$ cat src/rtl/io_cmd_controller_pkg.sv
// Shared definitions for the IO command controller: opcode bit positions,
// clear-engine state encoding and the default fill character.
package io_ctrl_pkg;

   // Position of the opcode byte inside the 16-bit command word
   localparam int OPCODE_LSB   = 8;

   // Bit indices inside the opcode byte
   localparam int OP_SEL       = 0;  // 0: font / clear screen, 1: background / clear line
   localparam int OP_SET_COLOR = 1;
   localparam int OP_CLEAR     = 2;
   localparam int OP_SET_LINE  = 3;

   // Clear engine states
   typedef enum logic [1:0] {
      IDLE  = 2'd0,
      CLEAR = 2'd1,
      DONE  = 2'd2
   } clr_state_t;

   // Character written by the clear engine unless overridden
   localparam logic [7:0] DEF_CLEAR_CHAR = 8'h20;

endpackage

$ cat src/rtl/io_cmd_controller_if.sv
// Command port between the CPU IO side (master) and the controller (slave):
// 16-bit command words moved with a valid/ready handshake.
interface io_cmd_controller_if;

   logic        io_valid;
   logic        io_ready;
   logic [15:0] io_data;

   modport master (
      output io_valid,
      output io_data,
      input  io_ready
   );

   modport slave (
      input  io_valid,
      input  io_data,
      output io_ready
   );

endinterface

$ cat src/rtl/io_cmd_controller_clear_sequencer.sv
// Clear engine: walks an address window [base_addr, base_addr+length-1],
// issuing one write request per address and advancing only on accepted beats.
module clear_sequencer
   import io_ctrl_pkg::*;
#(
   parameter int ADDR_W = 12
) (
   input  logic              clk,
   input  logic              rst_n,
   input  logic              start,
   input  logic              ready,
   input  logic [ADDR_W-1:0] base_addr,
   input  logic [ADDR_W:0]   length,
   output logic              we,
   output logic [ADDR_W-1:0] addr,
   output logic              busy,
   output logic              done
);

   clr_state_t        state_q, state_d;
   logic [ADDR_W-1:0] addr_q, addr_d;
   logic [ADDR_W-1:0] end_q, end_d;

   // Last address of the window; one extra bit so a full power-of-two
   // length cannot overflow before the subtraction.
   logic [ADDR_W:0] end_wide;
   logic            end_wide_unused;

   assign end_wide        = ({1'b0, base_addr} + length) - (ADDR_W+1)'(1);
   assign end_wide_unused = end_wide[ADDR_W];

   // State, address counter and end-address registers
   always_ff @(posedge clk or negedge rst_n) begin
      if (!rst_n) begin
         state_q <= IDLE;
         addr_q  <= '0;
         end_q   <= '0;
      end else begin
         state_q <= state_d;
         addr_q  <= addr_d;
         end_q   <= end_d;
      end
   end

   // Next-state and output decode; the address holds under a stall and is
   // left at the last accepted value once the window is finished.
   always_comb begin
      state_d = state_q;
      addr_d  = addr_q;
      end_d   = end_q;
      we      = 1'b0;
      done    = 1'b0;
      unique case (state_q)
         IDLE: begin
            if (start) begin
               state_d = CLEAR;
               addr_d  = base_addr;
               end_d   = end_wide[ADDR_W-1:0];
            end
         end
         CLEAR: begin
            we = 1'b1;
            if (ready) begin
               if (addr_q == end_q) begin
                  state_d = DONE;
               end else begin
                  addr_d = addr_q + ADDR_W'(1);
               end
            end
         end
         DONE: begin
            done    = 1'b1;
            state_d = IDLE;
         end
         default: state_d = IDLE;
      endcase
   end

   assign addr = addr_q;
   assign busy = (state_q != IDLE);

endmodule

$ cat src/rtl/io_cmd_controller.sv
// IO command decoder for the text console: holds font/background colours and
// the cursor line, and launches screen or line clears on the text buffer.
module io_cmd_controller
   import io_ctrl_pkg::*;
#(
   parameter int                COLOR_W    = 8,
   parameter int                CHAR_W     = 8,
   parameter int                COLS       = 80,
   parameter int                ROWS       = 30,
   parameter logic [CHAR_W-1:0] CLEAR_CHAR = DEF_CLEAR_CHAR,
   localparam int               ADDR_W     = $clog2(COLS*ROWS),
   localparam int               LINE_W     = $clog2(ROWS)
) (
   input  logic                        clk,
   input  logic                        rst_n,
   io_cmd_controller_if.slave          io,
   output logic [2*COLOR_W-1:0]        color_data,
   output logic [LINE_W-1:0]           cur_line,
   output logic                        busy,
   output logic                        clr_done,
   output logic                        clr_we,
   input  logic                        clr_ready,
   output logic [ADDR_W-1:0]           clr_addr,
   output logic [CHAR_W+2*COLOR_W-1:0] clr_data
);

   logic [COLOR_W-1:0] font_q, font_d;
   logic [COLOR_W-1:0] bg_q, bg_d;
   logic [LINE_W-1:0]  line_q, line_d;

   logic               accept;
   logic               op_sel, op_color, op_clear, op_line;
   logic [7:0]         operand;
   logic               line_ok;
   logic               clear_start;
   logic [ADDR_W-1:0]  clear_base;
   logic [ADDR_W:0]    clear_len;
   logic               reserved_unused;

   // Opcode fields; the upper opcode nibble is reserved and ignored
   assign op_sel          = io.io_data[OPCODE_LSB+OP_SEL];
   assign op_color        = io.io_data[OPCODE_LSB+OP_SET_COLOR];
   assign op_clear        = io.io_data[OPCODE_LSB+OP_CLEAR];
   assign op_line         = io.io_data[OPCODE_LSB+OP_SET_LINE];
   assign operand         = io.io_data[7:0];
   assign reserved_unused = ^io.io_data[15:12];

   // Commands are only taken while the clear engine is idle, so a pending
   // command simply waits and colours cannot change under a running clear.
   assign io.io_ready = ~busy;
   assign accept      = io.io_valid & io.io_ready;
   assign line_ok     = int'(operand) < ROWS;

   // Colour and line registers
   always_ff @(posedge clk or negedge rst_n) begin
      if (!rst_n) begin
         font_q <= '1;
         bg_q   <= '0;
         line_q <= '0;
      end else begin
         font_q <= font_d;
         bg_q   <= bg_d;
         line_q <= line_d;
      end
   end

   // Command decode: colour first, then line, then the clear is set up from
   // the already-updated line so a combined word clears the new line.
   always_comb begin
      font_d      = font_q;
      bg_d        = bg_q;
      line_d      = line_q;
      clear_start = 1'b0;
      clear_base  = '0;
      clear_len   = (ADDR_W+1)'(COLS*ROWS);
      if (accept) begin
         if (op_color) begin
            if (op_sel) bg_d   = io.io_data[COLOR_W-1:0];
            else        font_d = io.io_data[COLOR_W-1:0];
         end
         if (op_line && line_ok) begin
            line_d = operand[LINE_W-1:0];
         end
         clear_start = op_clear;
      end
      if (op_sel) begin
         clear_base = ADDR_W'(line_d) * ADDR_W'(COLS);
         clear_len  = (ADDR_W+1)'(COLS);
      end
   end

   clear_sequencer #(
      .ADDR_W (ADDR_W)
   ) u_clear_sequencer (
      .clk       (clk),
      .rst_n     (rst_n),
      .start     (clear_start),
      .ready     (clr_ready),
      .base_addr (clear_base),
      .length    (clear_len),
      .we        (clr_we),
      .addr      (clr_addr),
      .busy      (busy),
      .done      (clr_done)
   );

   assign color_data = {font_q, bg_q};
   assign cur_line   = line_q;
   assign clr_data   = {CLEAR_CHAR, font_q, bg_q};

endmodule

$ cat src/flat_wrapper.sv
// flat-port wrapper written by rule: the top's interface ports become plain ports
module io_cmd_controller_flat import io_ctrl_pkg::*;
#(
   parameter int                COLOR_W    = 8,
   parameter int                CHAR_W     = 8,
   parameter int                COLS       = 80,
   parameter int                ROWS       = 30,
   parameter logic [CHAR_W-1:0] CLEAR_CHAR = DEF_CLEAR_CHAR,
   localparam int               ADDR_W     = $clog2(COLS*ROWS),
   localparam int               LINE_W     = $clog2(ROWS)
)
  (clk, rst_n, color_data, cur_line, busy, clr_done, clr_we, clr_ready, clr_addr, clr_data, io_io_valid, io_io_data, io_io_ready);
  io_cmd_controller_if io_i ();
  input  logic clk;
  input  logic rst_n;
  output logic [2*COLOR_W-1:0] color_data;
  output logic [LINE_W-1:0] cur_line;
  output logic busy;
  output logic clr_done;
  output logic clr_we;
  input  logic clr_ready;
  output logic [ADDR_W-1:0] clr_addr;
  output logic [CHAR_W+2*COLOR_W-1:0] clr_data;
  input wire logic [$bits(io_i.io_valid)-1:0] io_io_valid;
  input wire logic [$bits(io_i.io_data)-1:0] io_io_data;
  output wire logic [$bits(io_i.io_ready)-1:0] io_io_ready;
  assign io_i.io_valid = io_io_valid;
  assign io_i.io_data = io_io_data;
  assign io_io_ready = io_i.io_ready;
  io_cmd_controller #(.COLOR_W(COLOR_W), .CHAR_W(CHAR_W), .COLS(COLS), .ROWS(ROWS), .CLEAR_CHAR(CLEAR_CHAR)) u_core (.clk(clk), .rst_n(rst_n), .io(io_i), .color_data(color_data), .cur_line(cur_line), .busy(busy), .clr_done(clr_done), .clr_we(clr_we), .clr_ready(clr_ready), .clr_addr(clr_addr), .clr_data(clr_data));
endmodule
$ cat config.mk
export PLATFORM = sky130hd
export DESIGN_NAME = io_cmd_controller_flat
export DESIGN_NICKNAME = d
export VERILOG_FILES = /design/src/rtl/io_cmd_controller_pkg.sv /design/src/rtl/io_cmd_controller_if.sv /design/src/rtl/io_cmd_controller_clear_sequencer.sv /design/src/rtl/io_cmd_controller.sv /design/src/flat_wrapper.sv
export SDC_FILE = /design/constraint.sdc
export NUM_CORES = 1
export LEC_CHECK = 0
export CORE_ASPECT_RATIO = 1.2
export CORE_UTILIZATION = 40
export CTS_CLUSTER_SIZE = 25
export DETAILED_ROUTE_END_ITERATION = 12
export GPL_ROUTABILITY_DRIVEN = 0
export PLACE_DENSITY = 0.78
export SYNTH_ARGS = -nofsm -noshare
export SYNTH_HDL_FRONTEND = slang
export SYNTH_SLANG_ARGS = --single-unit
$ cat constraint.sdc
create_clock -name clk -period 9.17 [get_ports clk]
set_input_delay 1.834 -clock clk [delete_from_list [all_inputs] [get_ports clk]]
set_output_delay 1.834 -clock clk [all_outputs]
set_load 0.02 [all_outputs]
=== Word-level counts from Yosys, hierarchy flattened ===
Index checks and enable logic that the tools add are counted.

* Multiply operators: 1
* $lt $le $gt $ge: 1
* Eq/ne operators: 7
* Bitwise operators: 3
* Add/sub/neg operators: 3
* Div/mod/pow operators: 0
* Shifts and indexed selects: 0
* Muxes and demuxes: 15
* Reductions and logical operators: 9

{| class="wikitable"
|+ Operator list
! kind !! number
|-
| 12-bit two-way mux || 5
|-
| 12-bit one-hot mux with 2 select lines || 1
|-
| 12-bit by 1-bit adder with 12-bit output (second input constant) || 1
|-
| 12-bit adder || 1
|-
| 12-bit == test || 1
|-
| 12-bit by 1-bit subtractor with 12-bit output (second input constant) || 1
|-
| 5-bit two-way mux || 2
|-
| 3-bit AND reduction || 3
|-
| 8-bit by 5-bit < comparator with 1-bit output (second input constant) || 1
|-
| 5-bit by 3-bit multiplier with 8-bit output (second input constant) || 1
|-
| 2-bit two-way mux || 3
|-
| 2-bit != test (second input constant) || 3
|-
| 2-bit one-hot mux with 2 select lines || 1
|-
| 4-bit AND reduction || 1
|-
| 2-bit nonzero test || 2
|-
| 1-bit two-way mux || 3
|-
| 2-bit by 1-bit == test with 1-bit output (second input constant) || 1
|-
| 2-bit == test (second input constant) || 1
|-
| 2-bit zero test || 1
|-
| 2-bit by 1-bit != test with 1-bit output (second input constant) || 1
|-
| 1-bit inverter || 2
|-
| 2-bit AND reduction || 1
|-
| 1-bit AND || 1
|-
| 1-bit logical AND || 1
|}

* Register bits: 47
* Word-level logic and storage cells: 45
* Latch bits: 0
* Input port bits: 20
* RAM bits: 0
* ROM bits: 0
* Memories: 0

=== Logic depth before layout (Yosys ltp) ===
Gate-level depths: netlist of the first run.

* Depth in word-level cells: 8
* Depth in mapped cells: 12
* Mapped depth without buffers: 12

=== Hierarchy ===
From an unflattened synthesis of the first run, not the netlist that was laid out.

* Cells, all modules: 395
* Area, all modules: 3,614.7 um^2

{| class="wikitable"
|+ Modules (own cells, without submodules)
! module !! area each (um^2) !! times used !! cells an instance !! sequential area each (um^2)
|-
| clear_sequencer || 2,311.0 || 1 || 279 || 650.6
|-
| io_cmd_controller || 1,303.8 || 1 || 116 || 535.5
|}

=== Worst setup path after synthesis of the first run ===
No wires, ideal clock.

* Kind: input port to flip-flop
* From: input port io_io_data[7]
* To: register u_core.u_clear_sequencer.end_q[10]
* Buffers on the path: 0
* Setup slack: 4,550 ps
* Data required time: 9,034 ps
* Arrival time: 4,485 ps
* Stages on the path: 12
* Cell sequence: or4b_1 o31ai_1 and2_1 inv_1 ha_1 ha_1 fa_1 xor2_1 nand4_1 nor2_1 xor2_1 o21ai_0

* Cells in the longest elaborated chain, start to end: 8

{| class="wikitable"
|+ RTL lines
! element !! RTL line !! text
|-
| start, declared || flat_wrapper.sv:25 || <nowiki>input wire logic [$bits(io_i.io_data)-1:0] io_io_data;</nowiki>
|-
| 8-bit by 5-bit < comparator with 1-bit output || io_cmd_controller.sv:52 || <nowiki>assign line_ok = int'(operand) < ROWS;</nowiki>
|-
| 1-bit logical AND || io_cmd_controller.sv:81 || <nowiki>if (op_line && line_ok) begin</nowiki>
|-
| 5-bit two-way mux || io_cmd_controller.sv:81 ||
|-
| 5-bit two-way mux || io_cmd_controller.sv:76 || <nowiki>if (accept) begin</nowiki>
|-
| net u_core.line_d[1] || io_cmd_controller.sv:29 || <nowiki>logic [LINE_W-1:0] line_q, line_d;</nowiki>
|-
| 5-bit by 3-bit multiplier with 8-bit output || io_cmd_controller.sv:87 || <nowiki>clear_base = ADDR_W'(line_d) * ADDR_W'(COLS);</nowiki>
|-
| 12-bit two-way mux || io_cmd_controller.sv:86 || <nowiki>if (op_sel) begin</nowiki>
|-
| 12-bit adder || io_cmd_controller_clear_sequencer.sv:29 || <nowiki>assign end_wide = ({1'b0, base_addr} + length) - (ADDR_W+1)'(1);</nowiki>
|-
| 12-bit by 1-bit subtractor with 12-bit output || io_cmd_controller_clear_sequencer.sv:29 ||
|-
| end signal, assigned || io_cmd_controller_clear_sequencer.sv:41 || <nowiki>end_q <= end_d;</nowiki>
|-
| end, declared || io_cmd_controller_clear_sequencer.sv:22 || <nowiki>logic [ADDR_W-1:0] end_q, end_d;</nowiki>
|}

The timed path passes the listed nets, and every way through them passes these cells.
A chain may end at the register's enable or synchronous reset.

=== Worst setup path in the final report of the first run ===
* From: input port io_io_valid
* To: register u_core.u_clear_sequencer.end_q[10]

* Cells in the longest elaborated chain, start to end: 6

{| class="wikitable"
|+ RTL lines
! element !! RTL line !! text
|-
| start, declared || flat_wrapper.sv:24 || <nowiki>input wire logic [$bits(io_i.io_valid)-1:0] io_io_valid;</nowiki>
|-
| 1-bit AND || io_cmd_controller.sv:51 || <nowiki>assign accept = io.io_valid & io.io_ready;</nowiki>
|-
| 5-bit two-way mux || io_cmd_controller.sv:76 ||
|-
| net u_core.line_d[0] || io_cmd_controller.sv:29 ||
|-
| 5-bit by 3-bit multiplier with 8-bit output || io_cmd_controller.sv:87 ||
|-
| 12-bit two-way mux || io_cmd_controller.sv:86 ||
|-
| 12-bit adder || io_cmd_controller_clear_sequencer.sv:29 ||
|-
| 12-bit by 1-bit subtractor with 12-bit output || io_cmd_controller_clear_sequencer.sv:29 ||
|}

The timed path passes the listed nets, and every way through them passes these cells.

==> results of run 1 <==
==> per-layer routing <==
layer | vias to the layer above | routed length, µm
met1 | 1003 | 2500
met3 | 9 | 352
li1 | 992 | -
met2 | 106 | 2850
met4 | 0 | 104
met5 | - | 0
==> how the worst min path moves through the flow <==
stage	start	cells after the start	slack (ps)	end
2_1_floorplan	u_core.u_clear_sequencer.end_q[6]$_DFFE_PN0P_	2	470	u_core.u_clear_sequencer.end_q[6]$_DFFE_PN0P_
3_3_place_gp	u_core.u_clear_sequencer.end_q[6]$_DFFE_PN0P_	2	490	u_core.u_clear_sequencer.end_q[6]$_DFFE_PN0P_
3_5_place_dp	u_core.u_clear_sequencer.end_q[6]$_DFFE_PN0P_	2	500	u_core.u_clear_sequencer.end_q[6]$_DFFE_PN0P_
4_1_cts	u_core.u_clear_sequencer.end_q[6]$_DFFE_PN0P_	2	520	u_core.u_clear_sequencer.end_q[6]$_DFFE_PN0P_
5_1_grt	u_core.u_clear_sequencer.end_q[6]$_DFFE_PN0P_	2	560	u_core.u_clear_sequencer.end_q[6]$_DFFE_PN0P_
6_report	u_core.u_clear_sequencer.end_q[6]$_DFFE_PN0P_	2	520	u_core.u_clear_sequencer.end_q[6]$_DFFE_PN0P_
==> Yosys cell counts, drive strengths merged (2+ instances only) <==
| master | instances |
|---|---|
| nand4 | 8 |
| inv | 5 |
| and3 | 5 |
| nand2b | 3 |
| clkbuf | 6 |
| and4 | 2 |
| ha | 10 |
| xnor2 | 12 |
| dfstp | 8 |
| o22a | 5 |
| o31ai | 2 |
| buf | 27 |
| nor2 | 14 |
| mux2 | 18 |
| nand2 | 24 |
| conb | 2 |
| xor2 | 2 |
| nand3 | 7 |
| a21oi | 13 |
| a31oi | 7 |
| and2 | 3 |
| dfrtp | 36 |
| nor3 | 6 |
| o21ai | 16 |
==> per-stage QoR <==
| step | power (mW) | setup slack [ps] | instance area [µm²] | hold WS (ps) | std cells |
|---|---|---|---|---|---|
| after CTS | 1.04 | 3950 | 3310 | 524 | 395 |
| after global placement | 0.869 | 3680 | 3190 | 492 | 387 |
| after global routing | 1.09 | 3570 | 3310 | 557 | 395 |
| after floorplan | 0.692 | 4550 | 2650 | 467 | 267 |
| final | 1.03 | 3960 | 3310 | 518 | 395 |
| after detailed placement | 0.882 | 3630 | 3190 | 496 | 387 |
==> registers in the layout, summed over array words and instances, names as in the netlist <==
| name | flops |
|---|---|
| u_core.cur_line | 5 |
| u_core.font_q | 8 |
| u_core.bg_q | 8 |
| u_core.u_clear_sequencer.state_q | 2 |
| u_core.u_clear_sequencer.addr | 12 |
| u_core.u_clear_sequencer.end_q | 9 |
==> critical path: cells and delay by family <==
family,cells,cell delay (ps)
compound gates,1,80
mux,1,330
simple gates,4,1180
fa+ha+maj,3,820
xor+xnor,2,440
buf+inv,2,680
==> power breakdown <==
part	internal, mW	switching [mW]
Combinational	0.262	0.268
Sequential	0.273	0.0741
Clock	0.0821	0.0712
Total	0.618	0.413
==> final cells by class <==
| cell class | instances | area [µm²] |
|---|---|---|
| tap | 85 | 106 |
| clock inverter | 3 | 46.3 |
| timing repair buffer | 68 | 676 |
| inverter | 6 | 22.5 |
| fill | 584 | 3100 |
| multi-input combinational | 184 | 1270 |
| sequential | 44 | 1110 |
| clock buffer | 5 | 68.8 |
==> kinds of logic (layout without fill, tap and decap cells) <==
family	after synthesis	after routing
and+or+nand+nor	81	81
AOI/OAI and AO/OA	51	51
DFF	44	44
other	2	8
adders and majority gates	11	11
xor gates and xnor gates	14	14
muxes	19	19
buffers and inverters	39	82
==> flow_summary.ini, run 1 <==
[grt]
grt_max_degree = 45
grt_overflow_total = 0
grtUsageMet1 = 0.226
grt_pass1_vias = 2036
grt-busiest-layer = met2
met3_usage = 0.0313
grt_usage = 0.179
antenna_found_initial = 0
gr-usage-met2 = 0.305
grt_pass1_wl_mm = 9.94

[worst_setup_path]
path_class = primary input to flip-flop
endpoint_kind = flip-flop
r2r-end = u_core.u_clear_sequencer.end_q[10]$_DFFE_PN0P_
crit_chain = clkdlybuf4s50_1 -> nor3b_1 -> nand3_1 -> mux2i_1 -> inv_1 -> ha_1 -> ha_1 -> fa_1 -> xor2_1 -> nand4_1 -> nor2_1 -> xor2_1 -> o21ai_0
startpoint = io_io_valid
worst_path_max_delay_cell = clkdlybuf4s50_1
r2r_slack_ps = 5570
cp.required_ps = 9340
slowest_delay_ps = 530
start_kind = primary input
crit_fanout = 5
cp-endpoint = u_core.u_clear_sequencer.end_q[10]$_DFFE_PN0P_
critical_path_arrival_ps = 5380
r2r-start = u_core.u_clear_sequencer.state_q[1]$_DFFE_PN0P_
r2r_cells = 12

[pwr]
p_leak_nw = 1.36
ir_drop_v = 0.000126
p_per_area_mw_per_mm2 = 312

[yosys]
synth_cell_types = 51
synth_seq_cells = 44
synth_top_family_by_area = simple AND/OR/NAND/NOR gates
synth_mux_area_frac = 0.0810
avgSynthCellArea_um2 = 10.1
synth-simple-area-share = 0.163
synth_edf_count = 0
synth_cells = 261
yosys_warnings = 0
synth_top_area_share = 0.343
yosysTopAreaCell = dfrtp_1
synth_area_mm2 = 0.00263
seq_area_frac_synth = 0.423
synth_xor_area_frac = 0.0467
synth_compound_area_frac = 0.128
synth_top_flop_cell = dfrtp_1
synthAdderAreaFrac = 0.0552
synthTopCellsByArea = dfrtp_1, dfstp_2, mux2_2
ys_async_sr_fraction = 1.00

[sta]
hold_viol = 0
finClkSkew_ps = 4.31
max_freq_ghz = 0.192
tns_ps = 0
period_needed_ps = 5210
final-max-slew-violation-count = 0
post-route-period-util = 0.568
relSlewSlack = 0.353
finalSetupViolations = 0
rsz0062_at_grt = no
worstMarginPinSlew_ps = 970

[cts]
clkLatencyLatePin_ps = 300
cts.sinks = 44
cts_setup_buffers = 0
cts_buffers = 5
cts_tree = done
cts.clk_slew.worst_paths_ps = 90
ctsHoldBuffers = 0
clock_path_buffers = 2
root_buffer = clkbuf_8
h-tree-depth = 2
cts_resized = 0

[drt]
postRouteWirelength_mm = 5.80
firstDrtPassIters = 6
drcViolationCount = 0
drt_iter0_drc = 55
vias = 2110
wl_per_cell_um = 14.7
vias_per_cell = 5.34
detail-route-antenna-nets = 0

[job]
drv_cap = 0

[floorplanning]
die_w_um = 76.0
coreArea_mm2 = 0.00641
ios = 81
initial_core_util = 0.410
fp-row-count = 32
dieArea_mm2 = 0.00690
die_h_um = 90.8

[min_path]
hold_path.class = flip-flop to flip-flop

[placement]
place_hpwl_mm = 4.39
port-buffer-count = 68

[finish]
syn_to_final_growth_pct = 25.8
layout.nets = 340
drive_gt1_frac = 0.152
layout_commonest_cell = clkdlybuf4s50_1
diodes = 0
post-route-util = 0.516
final_cell_mix = clkdlybuf4s50_1, dfrtp_1, nand2_1, mux2_2

[status]
status = finished clean
No activity file was read; power rests on OpenSTA's default activity.
==> run 2: changes to the inputs <==
clock period = 4.8 ns   (was 9.17 ns; I/O delays follow)
==> run 2 against run 1 <==
Compared with the run above: sequential share of layout area shrank 0.076 points; critical endpoint unchanged; clock power grew 92%; combinational power increased by 92%; via count grew 0.95%; largest cell class unchanged; first-iteration DRC count up 44%; power is 92% higher; final cell count rose by 0.25%; sequential power up 91%; critical path depth stayed put; sequential cell count did not move; highest routed layer unchanged; core utilization increased by 0.12 points; cell area up 0.23%.
==> flow_summary.ini, run 2 (same netlist as run 1, synthesis figures left out) <==
[status]
status = finished clean

[worst_setup_path]
crit_chain = clkdlybuf4s50_1 -> or4b_1 -> o31ai_1 -> and2_1 -> inv_1 -> ha_1 -> ha_1 -> fa_1 -> xor2_1 -> nand4_1 -> nor2_1 -> xor2_1 -> o21ai_0
crit_fanout = 4
path_class = primary input to flip-flop
r2r_cells = 12
slowest_delay_ps = 600
critical_path_arrival_ps = 4480
endpoint_kind = flip-flop
cp.required_ps = 4980
start_kind = primary input
worst_path_max_delay_cell = or4b_1

[sta]
relSlewSlack = 0.359
period_needed_ps = 4300
final-max-slew-violation-count = 0
finClkSkew_ps = 6.25
post-route-period-util = 0.896
finalSetupViolations = 0
max_freq_ghz = 0.233
worstMarginPinSlew_ps = 961
rsz0062_at_grt = no
hold_viol = 0
tns_ps = 0

[pwr]
ir_drop_v = 0.000232
p_leak_nw = 1.37
p_per_area_mw_per_mm2 = 597

[cts]
cts_buffers = 5
cts_resized = 0
root_buffer = clkbuf_8
ctsHoldBuffers = 0
h-tree-depth = 2
cts.sinks = 44
cts_setup_buffers = 0
cts_tree = done
cts.clk_slew.worst_paths_ps = 90
clkLatencyLatePin_ps = 310
clock_path_buffers = 2

[drt]
postRouteWirelength_mm = 5.88
wl_per_cell_um = 14.8
vias = 2130
vias_per_cell = 5.38
firstDrtPassIters = 6
detail-route-antenna-nets = 0
drcViolationCount = 0
drt_iter0_drc = 79

[finish]
finish.instance_area_mm2 = 0.00331
syn_to_final_growth_pct = 26.1
largest_reg_flops = 12
layout.nets = 341
drive_gt1_frac = 0.154
fill_cells = 578
diodes = 0
layout_commonest_cell = clkdlybuf4s50_1
final_cell_mix = clkdlybuf4s50_1, dfrtp_1, nand2_1, mux2_2

[grt]
grt_pass1_wl_mm = 9.92
grt_usage = 0.180
grt_pass1_vias = 2056
grt_overflow_total = 0
grt_max_degree = 45
antenna_found_initial = 0

[floorplanning]
die_w_um = 76.0
die_h_um = 90.8
coreArea_mm2 = 0.00641
fp-row-count = 32
initial_core_util = 0.410
ios = 81
dieArea_mm2 = 0.00690

[min_path]
whs_path_depth = 2
hold_path.class = flip-flop to flip-flop

[job]
drv_cap = 0

[placement]
place_hpwl_mm = 4.41
port-buffer-count = 68
place_area_mm2 = 0.00320
run 2: cell types whose count changed in the layout (fill, tap and decap cells not counted), sizes merged:
cell | before | now
buf | 1 | 2
run 2: critical path: cells and delay by family:
kind,cells,cell delay (ps)
AO/OA/AOI/OAI,2,380
AND/OR/NAND/NOR,4,1230
adder cells (fa/ha/maj),3,910
buffers and inverters,2,530
XOR/XNOR,2,450
run 2: report_power, final:
group	switching (mW)	internal, mW
Combinational	0.516	0.503
Sequential	0.143	0.522
Clock	0.138	0.157
run 2: layout make-up:
cell class              instances  area [µm²]  share of cell area
clock buffers                   5        68.8              0.0208
clock inverters                 3        46.3              0.0140
inverters                       6        22.5             0.00680
multi-input cells             184        1270               0.385
flip-flops and latches         44        1110               0.335
well taps                      85         106              0.0321
repair buffers                 69         683               0.206
run 2: routing by layer:
layer / global-route usage / vias up / share of wire
met3: 0.0465 / 15 / 0.060
met5: 0 / - / 0
li1: - / 995 / -
met4: 0.0849 / 0 / 0.027
met2: 0.295 / 102 / 0.48
met1: 0.222 / 1018 / 0.44
run 2: stage by stage:
step                      hold WS, ps   util  instances  total power [mW]  worst slack [ps]
final                             517  0.517        396              1.98               500
after global routing              560  0.517        396              2.10               287
after CTS                         516  0.517        396              1.99               509
after detailed placement          487  0.499        388              1.69               171
after global placement            491  0.499        388              1.66               237
after floorplan                   467      -        267              1.32              1050
run 2: path summary, 6_finish.rpt:
path	startpoint	slack (ps)	end
setup / recovery	io_io_data[7]	500	u_core.u_clear_sequencer.end_q[10]$_DFFE_PN0P_
hold / removal	u_core.u_clear_sequencer.end_q[7]$_DFFE_PN0P_	520	u_core.u_clear_sequencer.end_q[7]$_DFFE_PN0P_
setup reg to reg	u_core.u_clear_sequencer.state_q[1]$_DFFE_PN0P_	1250	u_core.u_clear_sequencer.end_q[10]$_DFFE_PN0P_
hold reg to reg	u_core.u_clear_sequencer.end_q[7]$_DFFE_PN0P_	520	u_core.u_clear_sequencer.end_q[7]$_DFFE_PN0P_
max in group asynchronous	rst_n	3400	u_core.u_clear_sequencer.addr[2]$_DFFE_PN0P_
min in group asynchronous	rst_n	800	u_core.bg_q[3]$_DFFE_PN0P_
==> run 3: changes to the inputs <==
RECOVER_POWER = 50   (was not set)
==> run 3 against run 2 <==
Compared with the run above: the run now ends with capacitance limit, slew limit left; sequential cell count unchanged; first-iteration DRC count up 28%; final cell count unchanged; cell area down 0.53%; hold slack worse by 9.9 ps; global-route usage unchanged; largest cell class unchanged; largest power group unchanged.
==> flow_summary.ini, run 3 (same netlist as run 1, synthesis figures left out) <==
[finish]
layout.nets = 341
diodes = 0
drive_gt1_frac = 0.141
final_cell_mix = clkdlybuf4s50_1, dfrtp_1, nand2_1, dlygate4sd3_1, mux2_2
fin_cells = 396
syn_to_final_growth_pct = 25.4
finish.instance_area_mm2 = 0.00330
layout_commonest_cell = clkdlybuf4s50_1
post-route-util = 0.514
largest_reg_flops = 12

[grt]
grt_pass1_vias = 2056
grt_pass1_wl_mm = 9.92
grt_overflow_total = 0
grt_max_degree = 45
grt_usage = 0.180
antenna_found_initial = 0

[cts]
root_buffer = clkbuf_8
clock_path_buffers = 2
clkLatencyLatePin_ps = 310
ctsHoldBuffers = 0
h-tree-depth = 2
cts.sinks = 44
cts_setup_buffers = 0
cts.clk_slew.worst_paths_ps = 90
cts_resized = 0
cts_buffers = 5
cts_tree = done

[floorplanning]
ios = 81
initial_core_util = 0.410
fp-row-count = 32
die_h_um = 90.8
dieArea_mm2 = 0.00690
die_w_um = 76.0
coreArea_mm2 = 0.00641

[sta]
period_needed_ps = 4350
finClkSkew_ps = 6.47
finalSetupViolations = 0
post-route-period-util = 0.905
tns_ps = 0
hold_viol = 0
relSlewSlack = -0.538
max_freq_ghz = 0.230
fin_ws_ps = 454
worstMarginPinSlew_ps = 2310
rsz0062_at_grt = no
final-max-slew-violation-count = 45
whs_ps = 507

[placement]
place_hpwl_mm = 4.41
place_inst = 388
place_area_mm2 = 0.00320
pre_cts_ws_ps = 171
port-buffer-count = 68

[pwr]
p_total_mw = 1.95
p_sw_mw = 0.791
swShare = 0.406
intPower_mw = 1.16
p_leak_nw = 1.38
ir_drop_v = 0.000226
seqPwrFrac = 0.340
power_frac_comb = 0.509
p_per_area_mw_per_mm2 = 591
clkPwrFrac = 0.151

[job]
drv_cap = 1

[worst_setup_path]
r2r-end = u_core.u_clear_sequencer.end_q[10]$_DFFE_PN0P_
crit_fanout = 5
cp.required_ps = 4980
path_class = primary input to flip-flop
r2r-start = u_core.u_clear_sequencer.state_q[1]$_DFFE_PN0P_
endpoint_kind = flip-flop
critical_path_arrival_ps = 4530
start_kind = primary input
r2r_cells = 12
r2r_slack_ps = 1260

[drt]
drcViolationCount = 0
wl_per_cell_um = 14.8
vias_per_cell = 5.37
firstDrtPassIters = 6
vias = 2128
postRouteWirelength_mm = 5.87
detail-route-antenna-nets = 0
drt_iter0_drc = 101

[min_path]
whs_path_depth = 1
holdPathEnd = u_core.u_clear_sequencer.end_q[3]$_DFFE_PN0P_
hold_path.class = flip-flop to flip-flop
hold_path_startpoint = u_core.u_clear_sequencer.end_q[3]$_DFFE_PN0P_

[status]
status = finished, violations left
failed_checks = capacitance limit, slew limit
[run 3: changes by cell type in the layout (fill, tap and decap cells not counted), sizes merged]
cell,change
clkdlybuf4s50,-22
dlygate4sd3,+22
buf,-1
clkbuf,+1
[run 3: power groups by stage]
stage          Clock (mW)  Combinational, mW  Sequential (mW)
2_1_floorplan           0              0.546            0.776
3_3_place_gp            0              0.998            0.665
3_5_place_dp            0               1.02            0.670
4_1_cts             0.303               1.02            0.664
5_1_grt             0.315               1.07            0.685
6_report            0.294              0.991            0.662
[run 3: metal layers]
| layer | GRT usage | part of all wire | up-vias |
|---|---|---|---|
| li1 | - | - | 994 |
| met1 | 0.222 | 0.44 | 1022 |
| met5 | 0 | 0 | - |
| met3 | 0.0465 | 0.055 | 15 |
| met4 | 0.0849 | 0.025 | 0 |
| met2 | 0.295 | 0.48 | 97 |
[run 3: how the worst max path moves through the flow]
stage / slack [ps] / from / end / depth (start not counted)
2_1_floorplan: 1050 / io_io_data[7] / u_core.u_clear_sequencer.end_q[10]$_DFFE_PN0P_ / 12
3_3_place_gp: 240 / io_io_data[6] / u_core.u_clear_sequencer.end_q[10]$_DFFE_PN0P_ / 13
3_5_place_dp: 170 / io_io_data[6] / u_core.u_clear_sequencer.end_q[10]$_DFFE_PN0P_ / 13
4_1_cts: 510 / io_io_data[6] / u_core.u_clear_sequencer.end_q[10]$_DFFE_PN0P_ / 13
5_1_grt: 230 / io_io_valid / u_core.u_clear_sequencer.end_q[10]$_DFFE_PN0P_ / 13
6_report: 450 / io_io_valid / u_core.u_clear_sequencer.end_q[10]$_DFFE_PN0P_ / 13
[run 3: final cells by class]
| cell class | instances | area, µm² |
|---|---|---|
| Tap cell | 85 | 106 |
| Fill cell | 583 | 3110 |
| Clock inverter | 3 | 46.3 |
| Clock buffer | 5 | 68.8 |
| Inverter | 6 | 22.5 |
| Multi-Input combinational cell | 184 | 1260 |
| Timing Repair Buffer | 69 | 682 |
| Sequential cell | 44 | 1110 |
[run 3: worst max-delay path: stages]
cell and delay, ps:
dlygate4sd3_1 600, or3b_2 500, o31ai_1 300, and2_1 260
inv_1 80, ha_1 280, ha_1 230, fa_1 400
xor2_1 290, nand4_1 190, nor2_1 180, xor2_1 160
o21ai_0 80
